$ cat src/rtl/wb_scoreboard_arb_if.sv
// wb_scoreboard_arb_if
//   Groups the signals of the write-back arbiter / scoreboard block.
//   master : requesters, issue logic and hazard query (drive requests, see results)
//   slave  : wb_scoreboard_arb itself
//   Signals:
//     ex_*    execute-stage write-back request (valid/rd/data) and ready
//     ld_*    load-unit write-back request (valid/rd/data) and ready
//     regwren_o/rd_o/datawb_o  register-file write port
//     issue_* instruction issue (marks rd pending)
//     chk_*   hazard query, answered by stall_o
//     err_o   sticky protocol-violation flag
interface wb_scoreboard_arb_if #(parameter int DWIDTH = 32);
  logic              ex_valid_i;
  logic [4:0]        ex_rd_i;
  logic [DWIDTH-1:0] ex_data_i;
  logic              ex_ready_o;
  logic              ld_valid_i;
  logic [4:0]        ld_rd_i;
  logic [DWIDTH-1:0] ld_data_i;
  logic              ld_ready_o;
  logic              regwren_o;
  logic [4:0]        rd_o;
  logic [DWIDTH-1:0] datawb_o;
  logic              issue_valid_i;
  logic [4:0]        issue_rd_i;
  logic [4:0]        chk_rs1_i;
  logic [4:0]        chk_rs2_i;
  logic [4:0]        chk_rd_i;
  logic              chk_use1_i;
  logic              chk_use2_i;
  logic              chk_usedst_i;
  logic              stall_o;
  logic              err_o;

  modport master (
    output ex_valid_i, ex_rd_i, ex_data_i, ld_valid_i, ld_rd_i, ld_data_i,
           issue_valid_i, issue_rd_i, chk_rs1_i, chk_rs2_i, chk_rd_i,
           chk_use1_i, chk_use2_i, chk_usedst_i,
    input  ex_ready_o, ld_ready_o, regwren_o, rd_o, datawb_o, stall_o, err_o
  );

  modport slave (
    input  ex_valid_i, ex_rd_i, ex_data_i, ld_valid_i, ld_rd_i, ld_data_i,
           issue_valid_i, issue_rd_i, chk_rs1_i, chk_rs2_i, chk_rd_i,
           chk_use1_i, chk_use2_i, chk_usedst_i,
    output ex_ready_o, ld_ready_o, regwren_o, rd_o, datawb_o, stall_o, err_o
  );
endinterface

$ cat src/rtl/wb_scoreboard_arb.sv
// wb_scoreboard_arb
//   Two-port write-back arbiter (execute vs load) with a round-robin tie
//   break, one-cycle registered register-file write port, and a 32-entry
//   pending-write scoreboard for hazard stalls.
//   Ports:
//     clk  clock, rising edge
//     rst  asynchronous reset, active low
//     bus  wb_scoreboard_arb_if.slave (requests, write port, issue, query, err)
module wb_scoreboard_arb #(
  parameter int DWIDTH = 32
) (
  input logic                 clk,
  input logic                 rst,
  wb_scoreboard_arb_if.slave  bus
);

  logic              prio_q, prio_d;
  logic              regwren_q, regwren_d;
  logic [4:0]        rd_q, rd_d;
  logic [DWIDTH-1:0] data_q, data_d;
  logic [31:0]       pending_q, pending_d;
  logic              err_q, err_d;

  logic              ex_gnt, ld_gnt, acc, conflict, stall;
  logic [4:0]        acc_rd;
  logic [DWIDTH-1:0] acc_data;
  logic [31:0]       set_mask, clr_mask;

  always_comb begin
    conflict = bus.ex_valid_i & bus.ld_valid_i;
    // rst gates the grants so ready is low throughout reset
    ex_gnt   = rst & bus.ex_valid_i & (~bus.ld_valid_i | ~prio_q);
    ld_gnt   = rst & bus.ld_valid_i & (~bus.ex_valid_i | prio_q);
    acc      = ex_gnt | ld_gnt;
    acc_rd   = ld_gnt ? bus.ld_rd_i   : bus.ex_rd_i;
    acc_data = ld_gnt ? bus.ld_data_i : bus.ex_data_i;

    // after a conflict, favour whichever port just lost
    prio_d = prio_q;
    if (conflict && acc) prio_d = ex_gnt;

    // x0 writes are accepted but never reach the register file
    regwren_d = acc && (acc_rd != 5'd0);
    rd_d      = regwren_d ? acc_rd   : rd_q;
    data_d    = regwren_d ? acc_data : data_q;

    set_mask = '0;
    if (bus.issue_valid_i && (bus.issue_rd_i != 5'd0)) set_mask[bus.issue_rd_i] = 1'b1;
    clr_mask = '0;
    if (regwren_q) clr_mask[rd_q] = 1'b1;
    // clear is applied first so a same-cycle issue keeps the bit set
    pending_d = ((pending_q & ~clr_mask) | set_mask) & ~32'h1;

    stall = (bus.chk_use1_i   & pending_q[bus.chk_rs1_i]) |
            (bus.chk_use2_i   & pending_q[bus.chk_rs2_i]) |
            (bus.chk_usedst_i & pending_q[bus.chk_rd_i]);

    err_d = err_q | (bus.issue_valid_i & stall) | (regwren_d & ~pending_q[acc_rd]);
  end

  always_ff @(posedge clk or negedge rst) begin
    if (!rst) begin
      prio_q    <= 1'b0;
      regwren_q <= 1'b0;
      rd_q      <= '0;
      data_q    <= '0;
      pending_q <= '0;
      err_q     <= 1'b0;
    end else begin
      prio_q    <= prio_d;
      regwren_q <= regwren_d;
      rd_q      <= rd_d;
      data_q    <= data_d;
      pending_q <= pending_d;
      err_q     <= err_d;
    end
  end

  assign bus.ex_ready_o = ex_gnt;
  assign bus.ld_ready_o = ld_gnt;
  assign bus.regwren_o  = regwren_q;
  assign bus.rd_o       = rd_q;
  assign bus.datawb_o   = data_q;
  assign bus.stall_o    = stall;
  assign bus.err_o      = err_q;

endmodule

$ cat src/flat_wrapper.sv
// flat-port wrapper written by rule: the top's interface ports become plain ports
module wb_scoreboard_arb_flat 
#(
  parameter int DWIDTH = 32
)
  (clk, rst, bus_ex_valid_i, bus_ex_rd_i, bus_ex_data_i, bus_ld_valid_i, bus_ld_rd_i, bus_ld_data_i, bus_issue_valid_i, bus_issue_rd_i, bus_chk_rs1_i, bus_chk_rs2_i, bus_chk_rd_i, bus_chk_use1_i, bus_chk_use2_i, bus_chk_usedst_i, bus_ex_ready_o, bus_ld_ready_o, bus_regwren_o, bus_rd_o, bus_datawb_o, bus_stall_o, bus_err_o);
  wb_scoreboard_arb_if #(.DWIDTH(DWIDTH)) bus_i ();
  input logic clk;
  input logic rst;
  input wire logic [$bits(bus_i.ex_valid_i)-1:0] bus_ex_valid_i;
  input wire logic [$bits(bus_i.ex_rd_i)-1:0] bus_ex_rd_i;
  input wire logic [$bits(bus_i.ex_data_i)-1:0] bus_ex_data_i;
  input wire logic [$bits(bus_i.ld_valid_i)-1:0] bus_ld_valid_i;
  input wire logic [$bits(bus_i.ld_rd_i)-1:0] bus_ld_rd_i;
  input wire logic [$bits(bus_i.ld_data_i)-1:0] bus_ld_data_i;
  input wire logic [$bits(bus_i.issue_valid_i)-1:0] bus_issue_valid_i;
  input wire logic [$bits(bus_i.issue_rd_i)-1:0] bus_issue_rd_i;
  input wire logic [$bits(bus_i.chk_rs1_i)-1:0] bus_chk_rs1_i;
  input wire logic [$bits(bus_i.chk_rs2_i)-1:0] bus_chk_rs2_i;
  input wire logic [$bits(bus_i.chk_rd_i)-1:0] bus_chk_rd_i;
  input wire logic [$bits(bus_i.chk_use1_i)-1:0] bus_chk_use1_i;
  input wire logic [$bits(bus_i.chk_use2_i)-1:0] bus_chk_use2_i;
  input wire logic [$bits(bus_i.chk_usedst_i)-1:0] bus_chk_usedst_i;
  output wire logic [$bits(bus_i.ex_ready_o)-1:0] bus_ex_ready_o;
  output wire logic [$bits(bus_i.ld_ready_o)-1:0] bus_ld_ready_o;
  output wire logic [$bits(bus_i.regwren_o)-1:0] bus_regwren_o;
  output wire logic [$bits(bus_i.rd_o)-1:0] bus_rd_o;
  output wire logic [$bits(bus_i.datawb_o)-1:0] bus_datawb_o;
  output wire logic [$bits(bus_i.stall_o)-1:0] bus_stall_o;
  output wire logic [$bits(bus_i.err_o)-1:0] bus_err_o;
  assign bus_i.ex_valid_i = bus_ex_valid_i;
  assign bus_i.ex_rd_i = bus_ex_rd_i;
  assign bus_i.ex_data_i = bus_ex_data_i;
  assign bus_i.ld_valid_i = bus_ld_valid_i;
  assign bus_i.ld_rd_i = bus_ld_rd_i;
  assign bus_i.ld_data_i = bus_ld_data_i;
  assign bus_i.issue_valid_i = bus_issue_valid_i;
  assign bus_i.issue_rd_i = bus_issue_rd_i;
  assign bus_i.chk_rs1_i = bus_chk_rs1_i;
  assign bus_i.chk_rs2_i = bus_chk_rs2_i;
  assign bus_i.chk_rd_i = bus_chk_rd_i;
  assign bus_i.chk_use1_i = bus_chk_use1_i;
  assign bus_i.chk_use2_i = bus_chk_use2_i;
  assign bus_i.chk_usedst_i = bus_chk_usedst_i;
  assign bus_ex_ready_o = bus_i.ex_ready_o;
  assign bus_ld_ready_o = bus_i.ld_ready_o;
  assign bus_regwren_o = bus_i.regwren_o;
  assign bus_rd_o = bus_i.rd_o;
  assign bus_datawb_o = bus_i.datawb_o;
  assign bus_stall_o = bus_i.stall_o;
  assign bus_err_o = bus_i.err_o;
  wb_scoreboard_arb #(.DWIDTH(DWIDTH)) u_core (.clk(clk), .rst(rst), .bus(bus_i));
endmodule
$ cat config.mk
export PLATFORM = sky130hd
export DESIGN_NAME = wb_scoreboard_arb_flat
export DESIGN_NICKNAME = d
export VERILOG_FILES = /design/src/rtl/wb_scoreboard_arb_if.sv /design/src/rtl/wb_scoreboard_arb.sv /design/src/flat_wrapper.sv
export SDC_FILE = /design/constraint.sdc
export NUM_CORES = 1
export LEC_CHECK = 0
export BUFFER_PORTS_ARGS = -buffer_cell sky130_fd_sc_hd__buf_2
export CORE_UTILIZATION = 35
export CTS_CLUSTER_DIAMETER = 80
export CTS_CLUSTER_SIZE = 8
export DETAILED_ROUTE_END_ITERATION = 7
export MAX_ROUTING_LAYER = met4
export PLACE_DENSITY_LB_ADDON = 0.1
export SYNTH_ARGS = -nofsm -noshare
export SYNTH_HDL_FRONTEND = slang
export SYNTH_SLANG_ARGS = --single-unit
$ cat constraint.sdc
create_clock -name clk -period 2.58 [get_ports clk]
set_input_delay 0.387 -clock clk [delete_from_list [all_inputs] [get_ports clk]]
set_output_delay 0.387 -clock clk [all_outputs]
set_load 0.01 [all_outputs]
==> key figures <==
Run status
  • Status: complete, but fails checks
  • Failing checks: negative setup slack

Synthesis
  • Top-count cell post-synth: nand2_1
  • List of most frequent post-synthesis cells: nand2_1 (79), dfrtp_1 (71), o21ai_0 (64)
  • Synth area leaders: dfrtp_1 (41%), mux4_2 (8.3%), o21ai_0 (7.4%)
  • Yosys reg bits: 71
  • Syn avg cell area: 9.475 um^2
  • Netlist Area Pre-Place: 4320 um^2
  • Post-Syn Nets: between 500 and 600
  • Post-synth EDFFs: 0
  • Yosys top cell area share: 41.12%
  • Sequential area share after synthesis: 41.12%
  • Dominant synthesized flop cell: dfrtp_1
  • Dominant cell type by area after synthesis: dfrtp_1
  • Ys async rst share: between 90% and 100%
  • Ys Warns: 0
  • Post-Syn Instances: 456
  • Distinct cells, synth: between 40 and 50

GRT
  • GR Util met1: approximately a third
  • Initial antenna violation count: 0
  • GRT Util Overall: 23.78%
  • Largest net degree at the start of global routing: 71
  • GRT met3 Usage: 4.767%
  • Grt ovf: 0
  • Busiest layer in global routing: met2
  • First-pass GRT wire length: 22,540 um
  • Vias in the first global route: 4,305
  • GR Util met2: 36.24%

STA
  • Smallest hold slack: 0.2927 ns
  • Fin worst setup slack: -0.1998 ns
  • Slew Limit Fails: 0
  • Worst-Margin Slew: between 0.8 and 0.9 ns
  • Max-Slew Margin vs Limit: 40.68%
  • RSZ-0062 raised after global routing: true
  • Setup_tns: -0.2130 ns
  • Final Hold Vio Count: 0
  • Period utilization: 107.7%
  • # setup viols final: 2
  • Final setup skew: 0.01163 ns
  • Final min period: 2.780 ns
  • Fmax: ~360 MHz

Drt
  • DR pass1 iterations: 5
  • DRT Wirelength: 14,100 um
  • Final ANT Viol Nets: 0
  • Vias per cell: 5.589
  • Via Count: 4,309
  • Drt drc: 0
  • DR WL/cell: 18.29 um
  • Initial DRC count: 358

Setup path
  • Required @ worst endpoint: 2.19 ns
  • R2R setup slack: -0.01 ns
  • CP cell instances: buf_4, mux4_2, mux4_2, mux2_2, a21o_1, buf_2
  • Delay-heaviest family, CP: multiplexers
  • Max stage delay on crit path: 0.45 ns
  • WP data arrival: between 2 and 2.5 ns
  • CP Launch Type: flip-flop
  • Crit end category: primary output
  • Worst setup path startpoint: u_core.pending_q[18]$_DFF_PN0_
  • Worst Path Buf+Inv: 2
  • CP dominant cell by count: mux4_2
  • Worst r2r src: u_core.pending_q[18]$_DFF_PN0_
  • FF-to-FF path depth: 8
  • CP Max Fanout: 3
  • R2R Path End: u_core.bus.err_o$_DFF_PN0_
  • Setup Crit Path Kind: reg -> out
  • Critical Path Slowest Stage Cell: mux4_2

Die
  • Floorplan die width: 113.1 um
  • Die Y: 113.1 um
  • Core area: 12,010 um^2
  • I/O Pins: roughly 140
  • Initial Utilization: 35.97%
  • Die area: 12,790 um^2
  • Rows: 40

Worst hold path
  • Hold depth: 3
  • Worst hold path class: in -> reg
  • Hold Path End: u_core.bus.datawb_o[14]$_DFFE_PN0P_
  • Min-delay src: bus_ld_data_i[14]

Power and ir drop
  • Total Power: 4.592 mW
  • Leakage Power: 2.472 nW
  • Worst IR Drop VDD: 0.0002752 V
  • PD cells: 808.2 nW/um^2

Place
  • IO buf count: 143
  • Placer Congestion: 0.8379
  • Dpl cell area: 5296 um^2
  • Place WS: -0.1038 ns
  • Dpl cells: 740
  • Post-DP HPWL: 10,180 um

Run
  • Maxcap violations: 0

Final layout
  • Antenna Cells: 0
  • Fin nets: 722
  • Post-route design area: ~5700 um^2
  • Final core occ: 47.30%
  • Area growth, synth to finish: 31.51%
  • Layout cell share with drive strength beyond 1: 37.50%
  • Fin cells: between 700 and 800

Clock network
  • CTS tree: done
  • Clock-pin slew on the worst setup and hold paths: 0.05 ns
  • Clock latency at the later pin of the worst-skew pair: 0.34 ns
  • Clock H-tree levels: 3
  • TritonCTS Buffers: 9
  • CTS sink cnt: just over 70
  • CTS root buffer: clkbuf_16
  • Clk buf depth: 2
-- timing repair --
item	CTS	global route
setup endpoints to repair	1	39
gates resized for setup	6	7
hold buffers	1	0
pin swaps	1	1
setup buffers	11	4
endpoints found under the hold margin	1	0
-- worst register-to-register path: cells and delay by family (launching register included) --
kind                   cells  cell delay [ns]
buffers and inverters      3             0.42
multiplexers               3             1.15
AO/OA/AOI/OAI              2             0.49
flip-flops                 1             0.43
-- flip-flops by register name (all words and copies together) (netlist names) --
name	cells
u_core.bus.rd_o	5
u_core.pending_q	31
u_core.prio_q	1
u_core.bus.err_o	1
u_core.bus.datawb_o	32
u_core.bus.regwren_o	1
-- logic make-up (layout without fill, tap and decap cells) --
kind of cell	Yosys count	in the layout	share of synthesized area (%)
compound gates	131	131	18.16
xor+xnor	1	1	0.2028
buf+inv	32	200	3.330
flops	71	71	41.12
mux	53	53	19.35
simple gates	168	168	17.84
-- report_power, final --
part / total [mW] / switching, mW / internal, mW
Sequential: 1.85 / 0.424 / 1.43
Combinational: 1.62 / 0.751 / 0.870
Clock: 1.12 / 0.447 / 0.671
Total: 4.59 / 1.62 / 2.97
-- cell usage in the layout (no fill, tap or decap), types with 4 or more instances in the layout --
master     count
a211oi_1       5
nand3_1        9
nand3b_1      11
clkbuf_1       4
buf_2        142
mux2_2         6
nand2_1       79
a31oi_1       33
dfrtp_1       66
mux2i_1       24
a21oi_1        5
a311oi_1       4
o21ai_0       64
nor2_1        46
buf_4         35
mux4_2        19
a21boi_0       4
clkbuf_16      9
dfrtp_2        5
-- final cells by class --
| class | instances | area [um^2] |
|---|---|---|
| clock buffer | 14 | 254.0 |
| clock inverter | 1 | 5.005 |
| fill | 1211 | 6330 |
| inverter | 4 | 15.01 |
| multi-input combinational | 353 | 2410 |
| sequential | 71 | 1783 |
| tap | 147 | 183.9 |
| timing repair buffer | 181 | 1031 |
-- per-layer routing --
| metal | up-vias | wire length (um) |
|---|---|---|
| li1 | 2012 | - |
| met1 | 2089 | 6261 |
| met2 | 184 | 6627 |
| met3 | 24 | 992 |
| met4 | 0 | 217 |
| met5 | - | 0 |
-- worst max-delay path by stage --
stage / end / slack, ns / cells after the start
3_3_place_gp: bus_stall_o / -0.06 / 8
6_report: bus_stall_o / -0.20 / 6
4_1_cts: bus_stall_o / -0.21 / 7
5_1_grt: bus_stall_o / -0.28 / 7
3_5_place_dp: bus_stall_o / -0.10 / 8
2_1_floorplan: u_core.bus.err_o$_DFF_PN0_ / 0.11 / 6
Note: power is estimated with default switching activity, not from simulation.
